$ cat src/rtl/oled_spi_receiver_if.sv
// Bus bundle between an SPI display-write master and the OLED receiver.
// The master drives the serial pins; the receiver returns byte and frame-buffer strobes.
`timescale 1ns/1ps
interface oled_spi_receiver_if;
    logic       SCLK;
    logic       nCS;
    logic       DnC;
    logic       SDIN;
    logic [7:0] RxByte;
    logic       RxValid;
    logic       RxIsData;
    logic       WrEn;
    logic [9:0] WrAddr;
    logic [7:0] WrData;
    logic       CmdValid;
    logic       FrameErr;

    modport master (
        output SCLK, nCS, DnC, SDIN,
        input  RxByte, RxValid, RxIsData, WrEn, WrAddr, WrData, CmdValid, FrameErr
    );

    modport slave (
        input  SCLK, nCS, DnC, SDIN,
        output RxByte, RxValid, RxIsData, WrEn, WrAddr, WrData, CmdValid, FrameErr
    );
endinterface

$ cat src/rtl/oled_spi_receiver.sv
// SPI slave for an OLED controller: deserialises bytes, decodes page/column
// commands and turns data bytes into frame-buffer writes with auto-increment.
`timescale 1ns/1ps
module oled_spi_receiver #(
    parameter int SYNC_STAGES = 2,
    parameter int COL_MAX     = 127
) (
    input logic               Clock,
    input logic               nReset,
    oled_spi_receiver_if.slave bus
);

    logic [1:0]             rst_sync;
    logic                   rst_n;
    logic [SYNC_STAGES-1:0] sclk_sync;
    logic [SYNC_STAGES-1:0] ncs_sync;
    logic [SYNC_STAGES-1:0] dnc_sync;
    logic [SYNC_STAGES-1:0] sdin_sync;
    logic                   sclk_s;
    logic                   ncs_s;
    logic                   dnc_s;
    logic                   sdin_s;
    logic                   sclk_prev;
    logic                   sclk_rise;
    logic [7:0]             shift_reg;
    logic [7:0]             next_byte;
    logic [2:0]             bit_cnt;
    logic [2:0]             page;
    logic [6:0]             col;
    logic [7:0]             rx_byte;
    logic                   rx_valid;
    logic                   rx_is_data;
    logic                   wr_en;
    logic [9:0]             wr_addr;
    logic [7:0]             wr_data;
    logic                   cmd_valid;
    logic                   frame_err;

    // Reset asserts immediately but is released only on a clock edge.
    always_ff @(posedge Clock or negedge nReset) begin
        if (!nReset) rst_sync <= 2'b00;
        else         rst_sync <= {rst_sync[0], 1'b1};
    end
    assign rst_n = rst_sync[1];

    always_ff @(posedge Clock or negedge rst_n) begin
        if (!rst_n) begin
            sclk_sync <= '0;
            ncs_sync  <= '1;
            dnc_sync  <= '0;
            sdin_sync <= '0;
            sclk_prev <= 1'b0;
        end else begin
            sclk_sync <= {sclk_sync[SYNC_STAGES-2:0], bus.SCLK};
            ncs_sync  <= {ncs_sync[SYNC_STAGES-2:0],  bus.nCS};
            dnc_sync  <= {dnc_sync[SYNC_STAGES-2:0],  bus.DnC};
            sdin_sync <= {sdin_sync[SYNC_STAGES-2:0], bus.SDIN};
            sclk_prev <= sclk_s;
        end
    end

    assign sclk_s    = sclk_sync[SYNC_STAGES-1];
    assign ncs_s     = ncs_sync[SYNC_STAGES-1];
    assign dnc_s     = dnc_sync[SYNC_STAGES-1];
    assign sdin_s    = sdin_sync[SYNC_STAGES-1];
    assign sclk_rise = sclk_s & ~sclk_prev & ~ncs_s;
    assign next_byte = {shift_reg[6:0], sdin_s};

    function automatic logic is_known_cmd(input logic [7:0] b);
        return (b[7:3] == 5'b10110) || (b[7:4] == 4'h0) || (b[7:3] == 5'b00010);
    endfunction

    // Byte assembly; all strobes and write fields are registered so they
    // appear together in the cycle after the eighth counted edge.
    always_ff @(posedge Clock or negedge rst_n) begin
        if (!rst_n) begin
            shift_reg  <= '0;
            bit_cnt    <= '0;
            rx_byte    <= '0;
            rx_valid   <= 1'b0;
            rx_is_data <= 1'b0;
            wr_en      <= 1'b0;
            wr_addr    <= '0;
            wr_data    <= '0;
            cmd_valid  <= 1'b0;
            frame_err  <= 1'b0;
        end else begin
            rx_valid  <= 1'b0;
            wr_en     <= 1'b0;
            cmd_valid <= 1'b0;
            frame_err <= 1'b0;
            if (ncs_s) begin
                if (bit_cnt != 3'd0) begin
                    frame_err <= 1'b1;
                    bit_cnt   <= 3'd0;
                end
            end else if (sclk_rise) begin
                shift_reg <= next_byte;
                bit_cnt   <= bit_cnt + 3'd1;
                if (bit_cnt == 3'd7) begin
                    rx_valid   <= 1'b1;
                    rx_byte    <= next_byte;
                    rx_is_data <= dnc_s;
                    wr_en      <= dnc_s;
                    cmd_valid  <= !dnc_s && !is_known_cmd(next_byte);
                    if (dnc_s) begin
                        wr_addr <= {page, col};
                        wr_data <= next_byte;
                    end
                end
            end
        end
    end

    // Address state moves only when a byte is presented.
    always_ff @(posedge Clock or negedge rst_n) begin
        if (!rst_n) begin
            page <= '0;
            col  <= '0;
        end else if (rx_valid) begin
            if (rx_is_data) begin
                col <= (col == 7'(COL_MAX)) ? 7'd0 : col + 7'd1;
            end else if (rx_byte[7:3] == 5'b10110) begin
                page <= rx_byte[2:0];
            end else if (rx_byte[7:4] == 4'h0) begin
                col[3:0] <= rx_byte[3:0];
            end else if (rx_byte[7:3] == 5'b00010) begin
                col[6:4] <= rx_byte[2:0];
            end
        end
    end

    assign bus.RxByte   = rx_byte;
    assign bus.RxValid  = rx_valid;
    assign bus.RxIsData = rx_is_data;
    assign bus.WrEn     = wr_en;
    assign bus.WrAddr   = wr_addr;
    assign bus.WrData   = wr_data;
    assign bus.CmdValid = cmd_valid;
    assign bus.FrameErr = frame_err;

endmodule

$ cat src/flat_wrapper.sv
// flat-port wrapper written by rule: the top's interface ports become plain ports
module oled_spi_receiver_flat 
#(
    parameter int SYNC_STAGES = 2,
    parameter int COL_MAX     = 127
)
  (Clock, nReset, bus_SCLK, bus_nCS, bus_DnC, bus_SDIN, bus_RxByte, bus_RxValid, bus_RxIsData, bus_WrEn, bus_WrAddr, bus_WrData, bus_CmdValid, bus_FrameErr);
  oled_spi_receiver_if bus_i ();
  input logic Clock;
  input logic nReset;
  input wire logic [$bits(bus_i.SCLK)-1:0] bus_SCLK;
  input wire logic [$bits(bus_i.nCS)-1:0] bus_nCS;
  input wire logic [$bits(bus_i.DnC)-1:0] bus_DnC;
  input wire logic [$bits(bus_i.SDIN)-1:0] bus_SDIN;
  output wire logic [$bits(bus_i.RxByte)-1:0] bus_RxByte;
  output wire logic [$bits(bus_i.RxValid)-1:0] bus_RxValid;
  output wire logic [$bits(bus_i.RxIsData)-1:0] bus_RxIsData;
  output wire logic [$bits(bus_i.WrEn)-1:0] bus_WrEn;
  output wire logic [$bits(bus_i.WrAddr)-1:0] bus_WrAddr;
  output wire logic [$bits(bus_i.WrData)-1:0] bus_WrData;
  output wire logic [$bits(bus_i.CmdValid)-1:0] bus_CmdValid;
  output wire logic [$bits(bus_i.FrameErr)-1:0] bus_FrameErr;
  assign bus_i.SCLK = bus_SCLK;
  assign bus_i.nCS = bus_nCS;
  assign bus_i.DnC = bus_DnC;
  assign bus_i.SDIN = bus_SDIN;
  assign bus_RxByte = bus_i.RxByte;
  assign bus_RxValid = bus_i.RxValid;
  assign bus_RxIsData = bus_i.RxIsData;
  assign bus_WrEn = bus_i.WrEn;
  assign bus_WrAddr = bus_i.WrAddr;
  assign bus_WrData = bus_i.WrData;
  assign bus_CmdValid = bus_i.CmdValid;
  assign bus_FrameErr = bus_i.FrameErr;
  oled_spi_receiver #(.SYNC_STAGES(SYNC_STAGES), .COL_MAX(COL_MAX)) u_core (.Clock(Clock), .nReset(nReset), .bus(bus_i));
endmodule
$ cat config.mk
export PLATFORM = sky130hd
export DESIGN_NAME = oled_spi_receiver_flat
export DESIGN_NICKNAME = d
export VERILOG_FILES = /design/src/rtl/oled_spi_receiver_if.sv /design/src/rtl/oled_spi_receiver.sv /design/src/flat_wrapper.sv
export SDC_FILE = /design/constraint.sdc
export NUM_CORES = 1
export LEC_CHECK = 0
export CORE_MARGIN = 1.5
export CORE_UTILIZATION = 35
export CTS_CLUSTER_DIAMETER = 200
export DETAILED_ROUTE_END_ITERATION = 8
export GPL_TIMING_DRIVEN = 0
export SLEW_MARGIN = 5
export SYNTH_ARGS = -nofsm -noshare
export SYNTH_HDL_FRONTEND = slang
export SYNTH_SLANG_ARGS = --single-unit
$ cat constraint.sdc
create_clock -name Clock -period 1.81 [get_ports Clock]
set_input_delay 0.181 -clock Clock [delete_from_list [all_inputs] [get_ports Clock]]
set_output_delay 0.181 -clock Clock [all_outputs]
set_load 0.01 [all_outputs]
==> summary.txt <==
Logic synthesis
  – Synthesis Warnings: 0
  – Synthesized net count: 184
  – Mapped Cells: 174
  – EDFF count, synth: 0
  – Synth Cell Area: 2500 um^2
  – Ranking of synthesized cells by area: dfrtp_1 60%, mux2_4 11%, mux2_2 8.6%
  – Post-synthesis sequential area ratio: 62.2%
  – Post-synth top area share: 60.1%
  – Async set-reset flop share out of synthesis: 100%
  – Synth Flop Type: dfrtp_1
  – Post-synthesis register bit count: 62
  – Post-synth top area cell: dfrtp_1
  – Count of different cell masters after synthesis: 40
  – Mean Syn Cell Area: 14.4 um^2

Global routing
  – Total grt overflow: 0
  – First-pass GRT wire length: 7840 um
  – Initial antenna violation count: 0
  – Vias in the first global route: 1557
  – Pin count of the biggest net entering global routing: 37
  – Global-route total usage across every layer: 13.7%

Cells and area
  – Fraction of layout cells with a size suffix above 1: 28.1%
  – Commonest non-fill, non-tap cells in the layout: 59 x dfrtp_1, 36 x clkdlybuf4s50_1, 19 x mux2_2
  – Nets: 233
  – Number of flip-flops in the largest register: 10
  – Layout area overhead: 28.5%
  – Inserted Diodes: 0
  – Most common cell after layout, fill and taps aside: dfrtp_1

Clock tree
  – CTS tree: yes
  – Clock slew at reported path FFs: 60 ps
  – Htree depth: 3
  – Latest clock arrival within the worst-skew pair: 330 ps
  – Postcts setup bufs: 0
  – Clk root buf: clkbuf_8
  – TritonCTS buffer count: 9
  – Clock Tree Buf Depth: 2
  – Clk sinks: 62

Detailed routing
  – DRT iter0 DRCs: 71
  – Met3 WL post-DR: 244 um
  – Top Layer Used: met4
  – Detail Route Antenna Nets: 0
  – Wl on met1: 2120 um
  – Vias/cell: 4.70
  – Via count: 1524
  – Number of remaining DRC errors: 0
  – DRT Pass-1 Iters: 4
  – Drt total wl: 4520 um
  – Wirelength per Cell: 14.0 um
  – DR WL met2: 2110 um

Timing
  – Clock skew: 6.37 ps
  – Worst hold slack: 253 ps
  – Slew Limit Fails: 0
  – RSZ-0062 raised after global routing: false
  – Slew @ Worst Pin: 559 ps
  – Final Hold Fails: 0
  – Tcrit/Tclk final: 94.0%
  – Relative slew slack: 62.7%
  – Setup_tns: 0 ps
  – Final Setup Violations: 0
  – Max Clock Freq: 0.588 GHz
  – Final min period: 1700 ps

Worst setup path
  – Crit path capture type: flip-flop
  – Crit Path Class: reg2reg
  – Worst EP arrival: 1920 ps
  – Crit Path Max Fanout: 10
  – Worst Setup Start Kind: flip-flop
  – CP required: 2020 ps

Min path
  – HP Class: in2reg

Die
  – Core box area: 6830 um^2
  – FP Rows: 30
  – DIE WIDTH: 87.5 um
  – Io pins: 37
  – Die area: 7660 um^2
  – Die height: 87.5 um
  – Initial Util: 36.6%

Run
  – Max cap viols: 0

Placement
  – Port bufs: 36
  – Detail Placement HPWL: 3130 um
  – RD Place Congestion: 0.859

Power and ir drop
  – Pleak: 1.52 nW
  – Pwr/cell area: 940 nW/um^2
  – Power Total: 0.00302 W
  – Max IR drop VDD: 0.000504 V

Outcome
  – Status: complete, no violations
path summary, 6_finish.rpt:
check	start	end	slack (ps)	cells after the start
max	u_core.bit_cnt[1]	u_core.bus.WrAddr[8]	110	6
max in group asynchronous	u_core.rst_sync[1]	u_core.shift_reg[3]	970	1
min	bus_nCS	u_core.ncs_sync[0]	250	1
min in group asynchronous	u_core.rst_sync[1]	u_core.sdin_sync[0]	260	0
min reg2reg	u_core.rst_sync[1]	u_core.sdin_sync[0]	260	0
max reg2reg	u_core.bit_cnt[1]	u_core.bus.WrAddr[8]	110	6
synthesized netlist by cell type, types with 2 or more instances:
| cell | n |
|---|---|
| a21oi_1 | 5 |
| buf_2 | 2 |
| buf_6 | 2 |
| dfrtp_1 | 60 |
| dfstp_2 | 2 |
| ha_1 | 4 |
| inv_1 | 7 |
| mux2_2 | 19 |
| mux2_4 | 18 |
| nand2_1 | 5 |
| nand3_1 | 3 |
| nor2_1 | 11 |
| nor2b_1 | 2 |
| nor4_1 | 2 |
| o21ai_0 | 5 |
| o22a_1 | 3 |
critical path, stage by stage, from the launching register on:
cell and delay (ps):
dfrtp_1 410, ha_1 200, ha_1 170, and2_2 200, nand2_2 90, buf_6 190
mux2_4 310
cells by family (layout without fill, tap and decap cells):
family                   after synthesis  after routing  synth area share [%]
adder cells (fa/ha/maj)                4              4                  2.00
AO/OA/AOI/OAI                         24             24                  6.26
other                                  1              1                 0.150
flip-flops                            62             62                  62.2
multiplexers                          38             38                  19.8
buffers and inverters                 12             66                  2.50
AND/OR/NAND/NOR                       33             33                  7.16
routing by layer:
layer | track usage [%] | vias to the layer above
met5 | 0 | -
met4 | 4.76 | 0
met3 | 5.97 | 8
met2 | 20.1 | 36
met1 | 18.1 | 770
li1 | - | 710
power breakdown:
group / internal (W) / switching, W
Combinational: 0.000132 / 0.0000775
Sequential: 0.00149 / 0.000120
Clock: 0.000704 / 0.000496
metrics by stage:
step           instances  utilization [%]  worst slack [ps]  instance area (um^2)
2_1_floorplan        174                -               222                  2500
3_3_place_gp         306             43.6               126                  2980
4_1_cts              324             47.0              89.7                  3210
3_5_place_dp         307             43.9              99.4                  3000
5_1_grt              324             47.0              46.9                  3210
6_report             324             47.0               109                  3210
timing repair:
item | 4_1_cts | 5_1_grt
endpoints found under the hold margin | 2 | 0
hold buffers | 1 | 0
resized for setup | 0 | 1
setup endpoints to repair | 0 | 1
layout make-up:
class | instances | area [um^2]
Clock buffer | 12 | 155
Tap cell | 96 | 120
Multi-Input combinational cell | 100 | 883
Inverter | 7 | 26.3
Clock inverter | 4 | 45.0
Timing Repair Buffer | 38 | 390
Buffer | 5 | 36.3
Fill cell | 646 | 3620
Sequential cell | 62 | 1560
Power figures use the tool's default switching activity.
==> variant 1, RTL diff (config.mk and constraints unchanged) <==
Reset style: synchronous (`nReset` and `rst_n`), changed in 4 clocked blocks.
--- a/src/rtl/oled_spi_receiver.sv
+++ b/src/rtl/oled_spi_receiver.sv
@@ -38,5 +38,5 @@
 
     // Reset asserts immediately but is released only on a clock edge.
-    always_ff @(posedge Clock or negedge nReset) begin
+    always_ff @(posedge Clock) begin
         if (!nReset) rst_sync <= 2'b00;
         else         rst_sync <= {rst_sync[0], 1'b1};
@@ -44,5 +44,5 @@
     assign rst_n = rst_sync[1];
 
-    always_ff @(posedge Clock or negedge rst_n) begin
+    always_ff @(posedge Clock) begin
         if (!rst_n) begin
             sclk_sync <= '0;
@@ -73,5 +73,5 @@
     // Byte assembly; all strobes and write fields are registered so they
     // appear together in the cycle after the eighth counted edge.
-    always_ff @(posedge Clock or negedge rst_n) begin
+    always_ff @(posedge Clock) begin
         if (!rst_n) begin
             shift_reg  <= '0;
@@ -114,5 +114,5 @@
 
     // Address state moves only when a byte is presented.
-    always_ff @(posedge Clock or negedge rst_n) begin
+    always_ff @(posedge Clock) begin
         if (!rst_n) begin
             page <= '0;
Function: differs if nReset is asserted again (counterexample within 10 cycles, from zero or initial values and one cycle with nReset low); with nReset held inactive, the same outputs for 10 cycles.
==> variant 1 against the original RTL <==
Cell area down 2.1%; sequential share of layout area down 8.9 points; sequential cell count unchanged; clock skew up 0.00055 ns; critical path type unchanged; non-clock buffer count up 9; setup slack worse by 0.019 ns; wire length up 20%; synthesized area down 0.25%.
Power is not compared: it rests on default switching activity, and its combinational part moved more than twofold at a synthesized area within 25%.
==> variant 1: results <==
[outcome]
outcome = "finished, final reports clean"

[finish]
clkCellAreaFrac_pct = 5.17
fillers = 713
multi_input_area_share_pct = 35.3
n_all_inverters = 6
seq_share_pct = 39.6
n_all_buffers = 52
nonClkBufAreaFrac_pct = 15.4
fin_util_pct = 46.0
drive_gt1_share_pct = 14.0
diodes = 0
comb.multi_input.count = 188
nets = 329

[yosys]
yosysSeqAreaShare_pct = 49.8
ys.flop_type = "dfxtp_1"
ys_async_sr_fraction_pct = 0
yosysWarnings = 0
syn_nets = 282
synth_adder_area_share_pct = 2.01
synthCells = 272
ys_types = 45
synth-compound-area-share_pct = 14.0
synth_area_leaders = "dfxtp_1 50%, nand2_1 8.7%, mux2i_1 5.2%"
muxShareOfSynthArea_pct = 5.22
ys_top_cells_by_count = "62 x dfxtp_1, 58 x nand2_1, 24 x a21oi_1, 17 x nor2_1, 13 x mux2i_1"

[timing]
fin_skew_ns = 0.00693
timing.hold.ws_ns = 0.311
worst_slack_ns = 0.0897
worstMarginPinSlew_ns = 0.577

[placed_design]
hpwl_mm = 3.79
pre_cts_slack_ns = 0.0406
place_inst = 404
place.gp.congestion = 0.892

[global_routing]
grt_pass1_wl_mm = 9.16
grtUsageMet2_pct = 23.7
met1_usage_pct = 21.3
groute.layer.met3.usage_pct = 3.32
grt_max_degree = 11
track_usage_pct = 15.9
grt_pass1_vias = 1901

[min_path]
min_to = "u_core.rst_sync[0]"
hp-start = "nReset"

[worst_setup_path]
crit_end = "u_core.bus.WrAddr[9]"
worstPathArrival_ns = 1.93
r2r_cells = 9
crit_fanout = 10
r2r_start = "u_core.bit_cnt[0]"

[clock_network]
clock_latency_ns = 0.34
postCtsHoldBufs = 0

[route]
drt_iter0_markers = 116
via_count = 1977
avgViaCountPerCell = 4.73
wl_mm = 5.41
==> variant 1: changes by cell type in the layout (fill, tap and decap cells not counted), moves of 6 or more <==
| cell | before | now |
|---|---|---|
| nor2_1 | 11 | 17 |
| mux2i_1 | 1 | 13 |
| nand2_1 | 5 | 58 |
| a21oi_2 | 0 | 10 |
| a21oi_1 | 5 | 24 |
| mux2_4 | 18 | 0 |
| dfrtp_1 | 59 | 0 |
| mux2_2 | 19 | 0 |
| dfxtp_1 | 0 | 60 |
| and2_1 | 0 | 8 |
==> variant 1: layer usage <==
layer | up-vias | routed length [um]
li1 | 1011 | -
met1 | 916 | 2650
met2 | 44 | 2480
met3 | 6 | 205
met4 | 0 | 85
met5 | - | 0
==> variant 1: critical path, stage by stage, from the launching register on <==
cell	delay (ns)
dfxtp_2	0.33
ha_1	0.20
ha_2	0.18
and4bb_1	0.20
buf_6	0.14
and2_4	0.16
buf_8	0.13
buf_12	0.14
nand2_1	0.07
a21oi_2	0.04
==> variant 2, RTL diff (same flow settings) <==
Without the edit above. `COL_MAX` is set to 127 in 2 places; all go to 64.
--- a/src/rtl/oled_spi_receiver.sv
+++ b/src/rtl/oled_spi_receiver.sv
@@ -4,5 +4,5 @@
 module oled_spi_receiver #(
     parameter int SYNC_STAGES = 2,
-    parameter int COL_MAX     = 127
+    parameter int COL_MAX     = 64
 ) (
     input logic               Clock,
--- a/src/flat_wrapper.sv
+++ b/src/flat_wrapper.sv
@@ -3,5 +3,5 @@
 #(
     parameter int SYNC_STAGES = 2,
-    parameter int COL_MAX     = 127
+    parameter int COL_MAX     = 64
 )
   (Clock, nReset, bus_SCLK, bus_nCS, bus_DnC, bus_SDIN, bus_RxByte, bus_RxValid, bus_RxIsData, bus_WrEn, bus_WrAddr, bus_WrData, bus_CmdValid, bus_FrameErr);
Formal check against the unedited RTL: same outputs for any inputs over 10 cycles, from zero or initial values and one cycle with nReset low; that may be too few to reach the edited logic, so the function may still have changed.
==> variant 2 against the original RTL <==
Sequential cell count unchanged; synthesized area rose by 1.8%; largest power group unchanged; final cell count up 0.31%; setup slack improved by 0.026 ns; power up 4.4%; first-iteration DRC count is 2.8% lower; wire length up 0.42%; highest routed layer unchanged; cell area rose by 1.6%; synthesized cell count up 1.1%; critical endpoint is now u_core.bus.WrAddr[2].
==> variant 2: results <==
[outcome]
outcome = "finished, final reports clean"

[global_routing]
grt_pass1_wl_mm = 7.68
grt_max_degree = 61
grt_pass1_vias = 1587
track_usage_pct = 13.6

[yosys]
syn_nets = 187
ys_top_cells_by_count = "60 x dfrtp_1, 19 x mux2_2, 18 x mux2_4, 7 x inv_1, 7 x nand3_1"
yosysSeqAreaShare_pct = 61.1
synth_area_leaders = "dfrtp_1 59%, mux2_4 11%, mux2_2 8.4%"

[timing]
maxSlewHeadroom_pct = 49.2
fin_skew_ns = 0.00436

[placed_design]
dpl_cell_area_sq_um = 3030
port_buffers = 36
hpwl_mm = 3.04
place.gp.congestion = 0.881

[power_and_ir_drop]
ir_drop_mv = 0.530
leakagePower_nw = 1.51

[worst_setup_path]
worstPathArrival_ns = 1.90
rrSetupSlack_ns = 0.13
r2r_start = "u_core.bit_cnt[0]"
r2r-end = "u_core.bus.WrAddr[2]"

[route]
drt_iter0_markers = 69
wl_per_cell_um = 14.0
avgViaCountPerCell = 4.79

[finish]
drive_gt1_share_pct = 28.4
==> variant 2: cell types whose count changed after synthesis, moves of 2 or more <==
| cell | unedited run | this run |
|---|---|---|
| a21oi_1 | 5 | 2 |
| o22a_1 | 3 | 0 |
| a2bb2oi_1 | 0 | 2 |
| o211ai_1 | 0 | 2 |
| nand4_1 | 1 | 3 |
| and2_1 | 0 | 3 |
| nand3_1 | 3 | 7 |
| nor4_1 | 2 | 0 |
| nor2_1 | 11 | 5 |
==> variant 2: cell families (layout without fill, tap and decap cells) <==
| group | Yosys count | count (layout) | share of synthesized area, % |
|---|---|---|---|
| buffers and inverters | 11 | 64 | 2.31 |
| flip-flops | 62 | 62 | 61.1 |
| adder cells (fa/ha/maj) | 5 | 5 | 2.46 |
| AND/OR/NAND/NOR | 37 | 37 | 8.80 |
| multiplexers | 37 | 37 | 19.0 |
| other | 1 | 1 | 0.147 |
| AO/OA/AOI/OAI | 23 | 23 | 6.20 |
==> variant 2: metrics by stage <==
stage,hold WS (ns),instances
2_1_floorplan,-0.115,176
5_1_grt,0.250,325
4_1_cts,0.228,325
3_3_place_gp,0.333,308
6_report,0.240,325
3_5_place_dp,0.340,308
==> variant 2: worst min path at each step <==
stage          slack, ns             endpoint
4_1_cts             0.23   u_core.ncs_sync[0]
6_report            0.24   u_core.ncs_sync[0]
2_1_floorplan      -0.11   u_core.rst_sync[0]
3_5_place_dp        0.34  u_core.sdin_sync[1]
3_3_place_gp        0.33  u_core.sdin_sync[1]
5_1_grt             0.25   u_core.ncs_sync[0]
==> variant 2: metal layers <==
layer | wire length [um] | global-route usage, % | share of wire [%]
met1 | 2070 | 16.9 | 46
met2 | 2160 | 21.1 | 48
met3 | 222 | 5.32 | 4.9
met4 | 86 | 6.39 | 1.9
met5 | 0 | 0 | 0
==> variant 2: area by class of cell <==
class | count | area [sq um]
plain buffers | 4 | 32.5
clock inverters | 6 | 85.1
multi-input cells | 103 | 932
fillers | 666 | 3640
clock buffers | 10 | 138
flip-flops and latches | 62 | 1560
repair buffers | 37 | 370
inverters | 7 | 26.3
well taps | 96 | 120
==> variant 2: what timing repair did <==
item                                    4_1_cts  5_1_grt
hold buffers                                  1        0
gates resized for setup                       0        1
hold endpoints to repair                      2        0
endpoints found under the setup margin        0        1
==> variant 2: report_power, final <==
group / switching (mW) / internal, mW / total, mW
Sequential: 0.136 / 1.49 / 1.62
Combinational: 0.0646 / 0.127 / 0.191
Clock: 0.527 / 0.806 / 1.33
Total: 0.728 / 2.42 / 3.15
